===== src/rtl/if_prefetch_stage.sv =====
// Instruction-fetch prefetch stage.
// Keeps a small FIFO of {address, instruction} pairs filled from instruction memory.
// At most one memory request is outstanding at a time.
// A taken branch flushes the FIFO and redirects fetch. A response that was already
// in flight when the branch arrived is discarded when it returns.
module if_prefetch_stage #(
  parameter int                ADDR_W   = 32,
  parameter int                INST_W   = 32,
  parameter int                DEPTH    = 4,
  parameter int                PC_STEP  = 4,
  parameter logic [ADDR_W-1:0] RESET_PC = '0
) (
  input  logic                       clk,
  input  logic                       rst,
  input  logic                       freeze,
  input  logic                       branch_taken,
  input  logic [ADDR_W-1:0]          branch_addr,
  output logic                       mem_req,
  output logic [ADDR_W-1:0]          mem_addr,
  input  logic                       mem_ack,
  input  logic [INST_W-1:0]          mem_rdata,
  output logic [INST_W-1:0]          instruction,
  output logic [ADDR_W-1:0]          PC,
  output logic                       valid,
  output logic [$clog2(DEPTH):0]     count
);

  localparam int PTR_W = $clog2(DEPTH);
  localparam int CNT_W = PTR_W + 1;
  localparam logic [CNT_W-1:0]  DEPTH_C = CNT_W'(DEPTH);
  localparam logic [ADDR_W-1:0] STEP_C  = ADDR_W'(PC_STEP);

  // Registered state
  logic [ADDR_W-1:0] addr_mem_r [DEPTH];
  logic [INST_W-1:0] inst_mem_r [DEPTH];
  logic [PTR_W-1:0]  rd_ptr_r;
  logic [PTR_W-1:0]  wr_ptr_r;
  logic [CNT_W-1:0]  count_r;
  logic [ADDR_W-1:0] fetch_pc_r;
  logic [ADDR_W-1:0] mem_addr_r;
  logic              mem_req_r;
  logic              discard_r;

  // Next-state signals
  logic              pop_s;
  logic              push_s;
  logic              hold_s;
  logic [CNT_W-1:0]  count_nxt_s;
  logic [PTR_W-1:0]  rd_ptr_nxt_s;
  logic [PTR_W-1:0]  wr_ptr_nxt_s;
  logic [ADDR_W-1:0] fetch_pc_nxt_s;
  logic [ADDR_W-1:0] mem_addr_nxt_s;
  logic              mem_req_nxt_s;
  logic              discard_nxt_s;

  assign count       = count_r;
  assign valid       = (count_r != '0);
  assign mem_req     = mem_req_r;
  assign mem_addr    = mem_addr_r;
  assign instruction = inst_mem_r[rd_ptr_r];
  assign PC          = addr_mem_r[rd_ptr_r] + STEP_C;

  // Next-state logic: FIFO occupancy, pointers, discard flag and request issue.
  always_comb begin
    pop_s          = valid && !freeze && !branch_taken;
    push_s         = mem_req_r && mem_ack && !discard_r && !branch_taken;
    hold_s         = mem_req_r && !mem_ack;
    count_nxt_s    = count_r;
    rd_ptr_nxt_s   = rd_ptr_r;
    wr_ptr_nxt_s   = wr_ptr_r;
    fetch_pc_nxt_s = fetch_pc_r;
    mem_addr_nxt_s = mem_addr_r;
    mem_req_nxt_s  = mem_req_r;
    discard_nxt_s  = discard_r;

    // A branch flushes the FIFO and suppresses any push or pop in the same cycle.
    if (branch_taken) begin
      count_nxt_s    = '0;
      rd_ptr_nxt_s   = '0;
      wr_ptr_nxt_s   = '0;
      fetch_pc_nxt_s = branch_addr;
    end else begin
      if (push_s) begin
        wr_ptr_nxt_s = wr_ptr_r + PTR_W'(1);
      end else begin
        wr_ptr_nxt_s = wr_ptr_r;
      end
      if (pop_s) begin
        rd_ptr_nxt_s = rd_ptr_r + PTR_W'(1);
      end else begin
        rd_ptr_nxt_s = rd_ptr_r;
      end
      if (push_s && !pop_s) begin
        count_nxt_s = count_r + CNT_W'(1);
      end else if (pop_s && !push_s) begin
        count_nxt_s = count_r - CNT_W'(1);
      end else begin
        count_nxt_s = count_r;
      end
    end

    // An unacknowledged request holds mem_req and mem_addr.
    // A branch arriving during that wait marks the response for discard.
    // Otherwise a new request is issued whenever the FIFO will still have room.
    if (hold_s) begin
      if (branch_taken) begin
        discard_nxt_s = 1'b1;
      end else begin
        discard_nxt_s = discard_r;
      end
    end else begin
      discard_nxt_s = 1'b0;
      if (count_nxt_s < DEPTH_C) begin
        mem_req_nxt_s  = 1'b1;
        mem_addr_nxt_s = fetch_pc_nxt_s;
        fetch_pc_nxt_s = fetch_pc_nxt_s + STEP_C;
      end else begin
        mem_req_nxt_s  = 1'b0;
      end
    end
  end

  // State register with synchronous reset; the FIFO storage is cleared on reset as well.
  always_ff @(posedge clk) begin
    if (rst) begin
      count_r    <= '0;
      rd_ptr_r   <= '0;
      wr_ptr_r   <= '0;
      fetch_pc_r <= RESET_PC;
      mem_addr_r <= RESET_PC;
      mem_req_r  <= 1'b0;
      discard_r  <= 1'b0;
      for (int i = 0; i < DEPTH; i++) begin
        addr_mem_r[i] <= '0;
        inst_mem_r[i] <= '0;
      end
    end else begin
      count_r    <= count_nxt_s;
      rd_ptr_r   <= rd_ptr_nxt_s;
      wr_ptr_r   <= wr_ptr_nxt_s;
      fetch_pc_r <= fetch_pc_nxt_s;
      mem_addr_r <= mem_addr_nxt_s;
      mem_req_r  <= mem_req_nxt_s;
      discard_r  <= discard_nxt_s;
      if (push_s) begin
        addr_mem_r[wr_ptr_r] <= mem_addr_r;
        inst_mem_r[wr_ptr_r] <= mem_rdata;
      end
    end
  end

endmodule


===== config.mk =====
export PLATFORM = sky130hd
export DESIGN_NAME = if_prefetch_stage
export DESIGN_NICKNAME = d
export VERILOG_FILES = /design/src/rtl/if_prefetch_stage.sv
export SDC_FILE = /design/constraint.sdc
export NUM_CORES = 1
export LEC_CHECK = 0
export CAP_MARGIN = 30
export CELL_PAD_IN_SITES_DETAIL_PLACEMENT = 1
export CELL_PAD_IN_SITES_GLOBAL_PLACEMENT = 2
export CORE_ASPECT_RATIO = 1.25
export CORE_MARGIN = 3
export CORE_UTILIZATION = 45
export CTS_BUF_LIST = sky130_fd_sc_hd__clkbuf_8
export DETAILED_ROUTE_END_ITERATION = 10
export DONT_BUFFER_PORTS = 1
export PLACE_DENSITY_LB_ADDON = 0.25
export SLEW_MARGIN = 20
export SYNTH_ARGS = -nofsm -noshare
export SYNTH_HDL_FRONTEND = slang
export SYNTH_SLANG_ARGS = --single-unit

===== constraint.sdc =====
create_clock -name clk -period 7.11 [get_ports clk]
set_input_delay 2.133 -clock clk [delete_from_list [all_inputs] [get_ports clk]]
set_output_delay 2.133 -clock clk [all_outputs]
set_load 0.01 [all_outputs]

==> results.tsv, run 1 <==
stage	metric	value	unit
routing	wl_per_cell	22.45	um
worst_hold_path	holdCritPathClass	reg2reg	
grt	grt_first_pass_wirelength	56.11	mm
final_layout	instances_no_fill	1610	
clocking	cts_buffer_depth	3	
setup_path	worst-path-max-fanout	46	
sta	slew_headroom	0.3823	
yosys	synth_largest_area_cell	edfxtp_1	
floorplan	coreArea	32060	um^2
clocking	post_cts_resize_count	0	
clocking	numClockSinks	331	
clocking	cts_setup_buffers	0	
sta	fin_tns_setup	0	ns
clocking	cts-root-buf	clkbuf_8	
placed_design	hpwl	22.62	mm
yosys	ys_ff_latch	331	
sta	slew_violations	0	
yosys	synth_top_cell_area_share	0.5209	
sta	rsz0062_at_grt	false	
setup_path	r2r-start	count[0]	
setup_path	r2r_end	fetch_pc_r[31]	
sta	skew	0.01855	ns
placed_design	io_buffers	0	
floorplan	die-area	35020	um^2
sta	setup_viol	0	
clocking	path_clk_slew	0.06	ns
yosys	async_reset_ff_frac	0	
sta	hold_viol	0	
grt	grt_max_degree	79	
grt	antenna_found_initial	0	
routing	ant_nets	0	
sta	tightest_slew	0.9266	ns
pwr	leakagePower	0.006146	uW
setup_path	end_kind	output pin	
yosys	yosysMostFrequentCell	nor2_1	
clocking	cts_tree	built	
pwr	p_switching	906.6	uW
clocking	numCtsBuffers	52	
pwr	swShare	0.2275	
grt	grt_pass1_vias	9724	
final_layout	insertedDiodeCount	0	
worst_hold_path	hold_depth	2	
setup_path	timing.reg2reg.setup_slack	3.09	ns
floorplan	fp.dieW	168.0	um
sta	fin_hold_ws	0.4918	ns
pwr	ir_drop	0.1315	mV
yosys	yosysSeqAreaShare	0.6227	
routing	firstDrtPassIters	5	
pwr	power.share.clock	0.388	
setup_path	start_kind	register	
yosys	yosysUniqueCellTypes	65	
pwr	power_density	247.3	nW/um^2
placed_design	placed_cells	1522	
clocking	insertion_delay	0.58	ns
pwr	p_comb_frac	0.055	
setup_path	required	4.98	ns
yosys	syn-cell-area	14760	um^2
final_layout	nets	1242	
yosys	ys_top_cells_by_area	edfxtp_1, dfxtp_1, mux4_2	
pwr	seq_power_share	0.557	
routing	wl	36.14	mm
routing	drt_iter0_markers	546	
yosys	synthTopCellsByCount	nor2_1, edfxtp_1, nand2_1	
routing	post-route-drc-count	0	
placed_design	gp_congestion	0.7652	
routing	viasPerCell	5.524	
pwr	p_int	3078	uW
setup_path	timing_worst_setup_path_type	reg2out	
sta	max_freq	0.1754	GHz
yosys	synth_nets	1241	
yosys	synth_edf_count	256	
setup_path	crit_end	PC[26]	
yosys	synth_flop_cell	edfxtp_1	
floorplan	initial_core_util	0.4603	
sta	fin_crit_sh	0.8019	
run_status	status	complete, no violations	
sta	fin_crit	5.702	ns
yosys	netlist_instances	1165	
run	drv_cap	0	
clocking	cts_hold_buffers	0	
final_layout	drive_above_1_share	0.1444	
clocking	h-tree-depth	2	
floorplan	pin_count	170	
yosys	yosys_warnings	0	
final_layout	synthToLayoutAreaGrowth	9.174	%
floorplan	rows	73	
floorplan	die_y	208.5	um
setup_path	worst-r2r-cell-count	12	
grt	grt_overflow_total	0	
yosys	syn_area_per_cell	12.67	um^2
grt	grt_usage	0.2053	
routing	routed-via-count	8894	
setup_path	cp.arrival	3.57	ns
kinds of logic after synthesis:
logic type	Yosys count	share of synthesized area
flops	331	0.6227
simple gates	463	0.1424
buf+inv	145	0.04265
mux	94	0.1183
fa+ha+maj	7	0.005935
compound gates	77	0.03960
xor+xnor	48	0.02849
through the flow:
stage               area (um^2)    util  total power (uW)  setup WS [ns]
floorplan                 14760       -              2416         0.5893
global placement          15100  0.4709              2474          1.879
detailed placement        15100  0.4709              2482          1.746
CTS                       16070  0.5013              4037          1.281
global route              16110  0.5025              4149          1.172
finish                    16110  0.5025              3984          1.408
critical path: stages, from the launching register on:
cell and delay [ns]:
dfxtp_4 0.85, mux4_2 0.41, nand4_1 0.25, nor3_2 0.78
nand4_1 0.25, nor2_1 0.17, xor2_1 0.26
layout by cell type (no fill, tap or decap), types with 11 or more instances in the layout:
cell type,netlist,layout
mux2i_1,27,27
nor3_1,11,11
dfxtp_1,75,73
nor2_1,259,259
nand4_1,11,11
xnor2_1,28,28
a211oi_1,34,34
nand2_1,90,90
a21oi_1,13,13
nand3_1,18,18
clkbuf_8,0,57
edfxtp_1,256,256
inv_1,76,91
mux4_2,64,64
xor2_1,20,20
buf_4,2,14
and3_1,11,11
worst min path at each step:
stage / startpoint / end / slack (ns)
finish: fetch_pc_r[0] / fetch_pc_r[0] / 0.49
global placement: fetch_pc_r[0] / fetch_pc_r[0] / 0.48
floorplan: fetch_pc_r[0] / fetch_pc_r[0] / 0.46
detailed placement: fetch_pc_r[0] / fetch_pc_r[0] / 0.48
CTS: fetch_pc_r[0] / fetch_pc_r[0] / 0.50
global route: fetch_pc_r[0] / fetch_pc_r[0] / 0.54
state kept, by name, summed over array words and instances, names as in the netlist, named ones only:
register	count
addr_mem_r	128
count	3
fetch_pc_r	32
mem_req	1
discard_r	1
rd_ptr_r	2
wr_ptr_r	2
inst_mem_r	128
mem_addr	32
final cells by class:
cell class	instances	area (um^2)
Clock buffer	57	784.5
Inverter	76	285.3
Tap cell	412	515.5
Multi-Input combinational cell	689	4994
Timing Repair Buffer	16	145.1
Sequential cell	331	9196
Fill cell	3269	15950
Clock inverter	29	190.2
layer usage:
layer | vias up | routed length (um) | track usage
met2 | 212 | 18420 | 0.3597
met3 | 57 | 2108 | 0.05283
met4 | 0 | 765 | 0.05927
li1 | 4150 | - | -
met5 | - | 0 | 0
met1 | 4475 | 14850 | 0.2507
power by group through the flow:
stage                     Sequential [uW]  Clock (uW)  Combinational [uW]
after floorplan                      2240           0                 175
after global placement               2260           0                 218
after detailed placement             2260           0                 222
after CTS                            2220        1590                 223
after global routing                 2230        1680                 242
final                                2220        1550                 219
Power figures use the tool's default switching activity.
==> inputs of run 2 (changes only) <==
CORE_UTILIZATION = 41   (was 45)
clock period = 4.8 ns   (was 7.11 ns; I/O delays follow)
==> run 2 against run 1 <==
Critical path depth grew 1. Critical path type unchanged. Largest cell class unchanged. Highest routed layer unchanged. Total power increased by 46%. Setup slack got worse by 1.2 ns. Core utilization decreased by 4.3 points.
==> results.tsv, run 2 (synthesis results as in run 1) <==
stage	metric	value	unit
clocking	cts_buffer_depth	3	
worst_hold_path	holdCritPathClass	reg2reg	
final_layout	mostFrequentLayoutCells	nor2_1, edfxtp_1, inv_1	
clocking	h-tree-depth	2	
pwr	swShare	0.2402	
final_layout	nFillCells	3769	
clocking	numClockSinks	331	
routing	ant_nets	0	
sta	hold_viol	0	
setup_path	cp.arrival	3.18	ns
pwr	p_switching	1397	uW
grt	grt_first_pass_wirelength	57.39	mm
floorplan	pin_count	170	
grt	grt_max_degree	79	
final_layout	final_common_cell	nor2_1	
setup_path	crit_path_top_delay_cell	dfxtp_4	
routing	wl_per_cell	22.20	um
routing	drt_iter0_markers	389	
grt	grt_usage	0.1951	
sta	slew_violations	0	
placed_design	gp_congestion	0.7531	
grt	grt_overflow_total	0	
sta	slew_headroom	0.3777	
sta	skew	0.02203	ns
floorplan	initial_core_util	0.4162	
final_layout	stdcell_area	16280	um^2
pwr	power	5817	uW
pwr	seq_power_share	0.565	
setup_path	end_kind	output pin	
routing	post-route-drc-count	0	
clocking	insertion_delay	0.61	ns
floorplan	coreArea	35450	um^2
routing	firstDrtPassIters	4	
final_layout	top_regs	addr_mem_r x128, inst_mem_r x128	
clocking	cts-root-buf	clkbuf_8	
clocking	path_clk_slew	0.06	ns
pwr	power.share.clock	0.378	
setup_path	required	3.36	ns
final_layout	drive_above_1_share	0.1481	
sta	rsz0062_at_grt	false	
setup_path	worst-path-max-fanout	20	
placed_design	io_buffers	0	
floorplan	rows	77	
pwr	ir_drop	0.1727	mV
pwr	p_int	4420	uW
setup_path	critical_path.cell_chain	buf_4, mux4_2, nand3_1, nor2_2, and4b_1, nand4_1, xnor2_1	
sta	fin_crit	4.622	ns
pwr	power_density	357.3	nW/um^2
setup_path	worst-path-buf-inv	1	
grt	antenna_found_initial	0	
floorplan	die_y	218.1	um
sta	tightest_slew	0.9334	ns
final_layout	insertedDiodeCount	0	
sta	max_freq	0.2164	GHz
final_layout	nets	1249	
run_status	status	complete, no violations	
routing	viasPerCell	5.311	
floorplan	fp.dieW	175.7	um
setup_path	timing_worst_setup_path_type	reg2out	
sta	setup_viol	0	
pwr	p_comb_frac	0.058	
clocking	cts_tree	built	
run	drv_cap	0	
final_layout	synthToLayoutAreaGrowth	10.31	%
placed_design	hpwl	23.70	mm
routing	wl	37.49	mm
setup_path	cp_top_family	simple AND/OR/NAND/NOR gates	
routing	routed-via-count	8971	
clocking	numCtsBuffers	54	
pwr	leakagePower	0.006219	uW
sta	fin_tns_setup	0	ns
placed_design	dp_slack	0.5424	ns
floorplan	die-area	38320	um^2
placed_design	dpl_cell_area	15280	um^2
sta	fin_crit_sh	0.9629	
final_layout	final_core_util	0.4591	
sta	fin_ws	0.1779	ns
grt	grt_pass1_vias	9928	
setup_path	critPathMaxStageDelay	0.55	ns
setup_path	start_kind	register	
-- run 2: changes by cell type in the layout (fill, tap and decap cells not counted), sizes merged --
cell / delta
inv: +1
buf: +5
clkinv: +13
bufinv: -3
clkinvlp: +1
-- run 2: stage by stage --
step / std cells / hold WS [ns]
2_1_floorplan: 1165 / 0.4564
3_3_place_gp: 1589 / 0.4899
3_5_place_dp: 1590 / 0.4969
4_1_cts: 1688 / 0.5153
5_1_grt: 1689 / 0.5651
6_report: 1689 / 0.5093
-- run 2: timing repair --
action,in CTS,in global routing
hold buffers,0,0
endpoints found under the setup margin,2,8
gates resized for setup,1,2
buffers inserted,0,1
-- run 2: worst min-delay path, stage by stage (launching register included) --
cell and delay (ns):
dfxtp_1 0.31, mux2i_1 0.08, nor2_1 0.08
-- run 2: power by group through the flow --
stage,Clock [uW],Combinational (uW),Sequential (uW)
after floorplan,0,259,3320
after global placement,0,335,3340
after detailed placement,0,342,3350
after CTS,2280,343,3290
after global routing,2400,369,3300
final,2200,335,3280
-- run 2: worst paths after layout --
| kind | startpoint | depth (start not counted) | to | slack, ns |
|---|---|---|---|---|
| setup / recovery | register | 7 | PC[31] | 0.18 |
| hold / removal | fetch_pc_r[0] | 2 | fetch_pc_r[0] | 0.51 |
| setup reg to reg | count[0] | 13 | fetch_pc_r[29] | 1.09 |
| hold reg to reg | fetch_pc_r[0] | 2 | fetch_pc_r[0] | 0.51 |
-- run 2: final cells by class --
class / count / area (um^2) / area share
well taps: 474 / 593.1 / 0.03643
inverters: 76 / 285.3 / 0.01753
flip-flops and latches: 331 / 9196 / 0.5650
repair buffers: 21 / 247.7 / 0.01522
clock buffers: 57 / 784.5 / 0.04819
multi-input cells: 689 / 5006 / 0.3075
clock inverters: 41 / 165.2 / 0.01015
-- run 2: layer usage --
metal  global-route usage  vias to the layer above  wire, um
met4              0.06100                        0      1061
met3              0.04727                       69      2007
met1               0.2323                     4537     15400
met5                    0                        -         0
met2               0.3485                      192     19020
li1                     -                     4173         -
==> inputs of run 3 (changes only) <==
CELL_PAD_IN_SITES_GLOBAL_PLACEMENT = 1   (was 2)
CORE_UTILIZATION = 49   (was 41)
==> run 3 against run 2 <==
Clock power about the same. Final area decreased by 0.76%. Clock-buffer cell count decreased by 1. Via count increased by 0.82%. Critical path depth decreased by 1. Combinational power decreased by 2%. Register-to-register slack got worse by 0.02 ns. Critical endpoint is now PC[28].
==> results.tsv, run 3 (synthesis results as in run 1) <==
stage	metric	value	unit
final_layout	nets	1247	
grt	use_met3	0.05428	
clocking	cts_tree	built	
placed_design	placed_cells	1510	
grt	grt.met2_usage	0.4185	
floorplan	rows	70	
sta	slew_headroom	0.3962	
sta	slew_violations	0	
sta	setup_viol	0	
routing	routed-via-count	9045	
grt	met1_usage	0.2718	
setup_path	r2r_end	fetch_pc_r[29]	
sta	hold_viol	0	
clocking	cts_buffer_depth	3	
setup_path	timing.reg2reg.setup_slack	1.07	ns
floorplan	die-area	32250	um^2
sta	fin_crit	4.579	ns
grt	busiest_layer	met2	
setup_path	timing_worst_setup_path_type	reg2out	
final_layout	drive_above_1_share	0.1516	
grt	grt_usage	0.2297	
setup_path	cp.arrival	3.14	ns
final_layout	mostFrequentLayoutCells	nor2_1, edfxtp_1, nand2_1	
routing	wl_per_cell	23.08	um
routing	firstDrtPassIters	4	
floorplan	initial_core_util	0.5014	
sta	tightest_slew	0.9058	ns
clocking	numClockSinks	331	
run	drv_cap	0	
placed_design	dpl_cell_area	15160	um^2
final_layout	top_regs	addr_mem_r x128, inst_mem_r x128	
sta	fin_hold_ws	0.5329	ns
setup_path	worst-r2r-cell-count	12	
final_layout	final_common_cell	nor2_1	
placed_design	gp_congestion	0.8274	
grt	grt_overflow_total	0	
grt	grt_max_degree	79	
worst_hold_path	hold_end	discard_r	
setup_path	required	3.36	ns
setup_path	worst-path-max-fanout	32	
final_layout	insertedDiodeCount	0	
clocking	numCtsBuffers	52	
clocking	cts_hold_buffers	0	
pwr	ir_drop	0.1660	mV
sta	fin_crit_sh	0.9540	
placed_design	hpwl	22.96	mm
grt	grt_pass1_vias	10106	
final_layout	nFillCells	3032	
pwr	leakagePower	0.006182	uW
routing	wl	36.99	mm
clocking	h-tree-depth	2	
grt	antenna_found_initial	0	
final_layout	instances_no_fill	1603	
sta	skew	0.02729	ns
placed_design	dp_slack	0.4824	ns
run_status	status	complete, no violations	
floorplan	coreArea	29430	um^2
clocking	cts-root-buf	clkbuf_8	
sta	rsz0062_at_grt	false	
routing	viasPerCell	5.643	
worst_hold_path	holdCritPathClass	reg2reg	
sta	fin_ws	0.2209	ns
sta	max_freq	0.2184	GHz
final_layout	synthToLayoutAreaGrowth	9.471	%
final_layout	final_core_util	0.5489	
placed_design	io_buffers	0	
routing	ant_nets	0	
routing	drt_iter0_markers	476	
final_layout	stdcell_area	16150	um^2
pwr	power_density	360.4	nW/um^2
setup_path	r2r-start	count[0]	
floorplan	fp.dieW	161.2	um
clocking	insertion_delay	0.60	ns
worst_hold_path	hold_depth	2	
floorplan	die_y	200.0	um
grt	grt_first_pass_wirelength	57.17	mm
worst_hold_path	hold_path.startpoint	discard_r	
floorplan	pin_count	170	
routing	post-route-drc-count	0	
setup_path	end_kind	output pin	
clocking	path_clk_slew	0.06	ns
setup_path	start_kind	register	
-- run 3: critical path: stages, from the launching register on --
cell and delay (ns):
dfxtp_4 0.53, buf_12 0.32, mux4_2 0.36, nand4_1 0.27
nor4_4 0.46, nand3_1 0.16, xnor2_1 0.41
-- run 3: final cells by class --
class	instances	area, um^2	share of cell area
inverters	76	285.3	0.01766
well taps	396	495.5	0.03067
clock buffers	56	770.7	0.04771
clock inverters	34	170.2	0.01053
multi-input cells	689	5006	0.3099
repair buffers	21	230.2	0.01425
flip-flops and latches	331	9196	0.5693
-- run 3: how the worst max path moves through the flow --
stage | start | end | depth (start not counted)
global route | register | PC[31] | 7
global placement | branch_taken | fetch_pc_r[30] | 11
detailed placement | branch_taken | fetch_pc_r[30] | 11
floorplan | branch_taken | addr_mem_r[0][0] | 7
finish | register | PC[28] | 6
CTS | register | PC[30] | 6
-- run 3: stage by stage --
step | setup TNS (ns) | power, uW
floorplan | -131.54 | 3579
global placement | 0 | 3663
detailed placement | 0 | 3680
CTS | 0 | 5888
global route | 0 | 6048
finish | 0 | 5822
-- run 3: what timing repair did --
action / in CTS / in global routing
resized for setup: 0 / 3
endpoints found under the setup margin: 0 / 7
buffers inserted: 0 / 2
-- run 3: report_power, final --
| part | switching [uW] | internal [uW] | total, uW |
|---|---|---|---|
| registers | 77.1 | 3210 | 3290 |
| clock network | 1090 | 1120 | 2210 |
| logic | 211 | 118 | 329 |
| total | 1370 | 4450 | 5820 |
-- run 3: routing by layer --
layer | part of all wire | vias to the layer above
met5 | 0 | -
met4 | 0.026 | 0
met3 | 0.060 | 61
met2 | 0.52 | 234
met1 | 0.40 | 4586
li1 | - | 4164
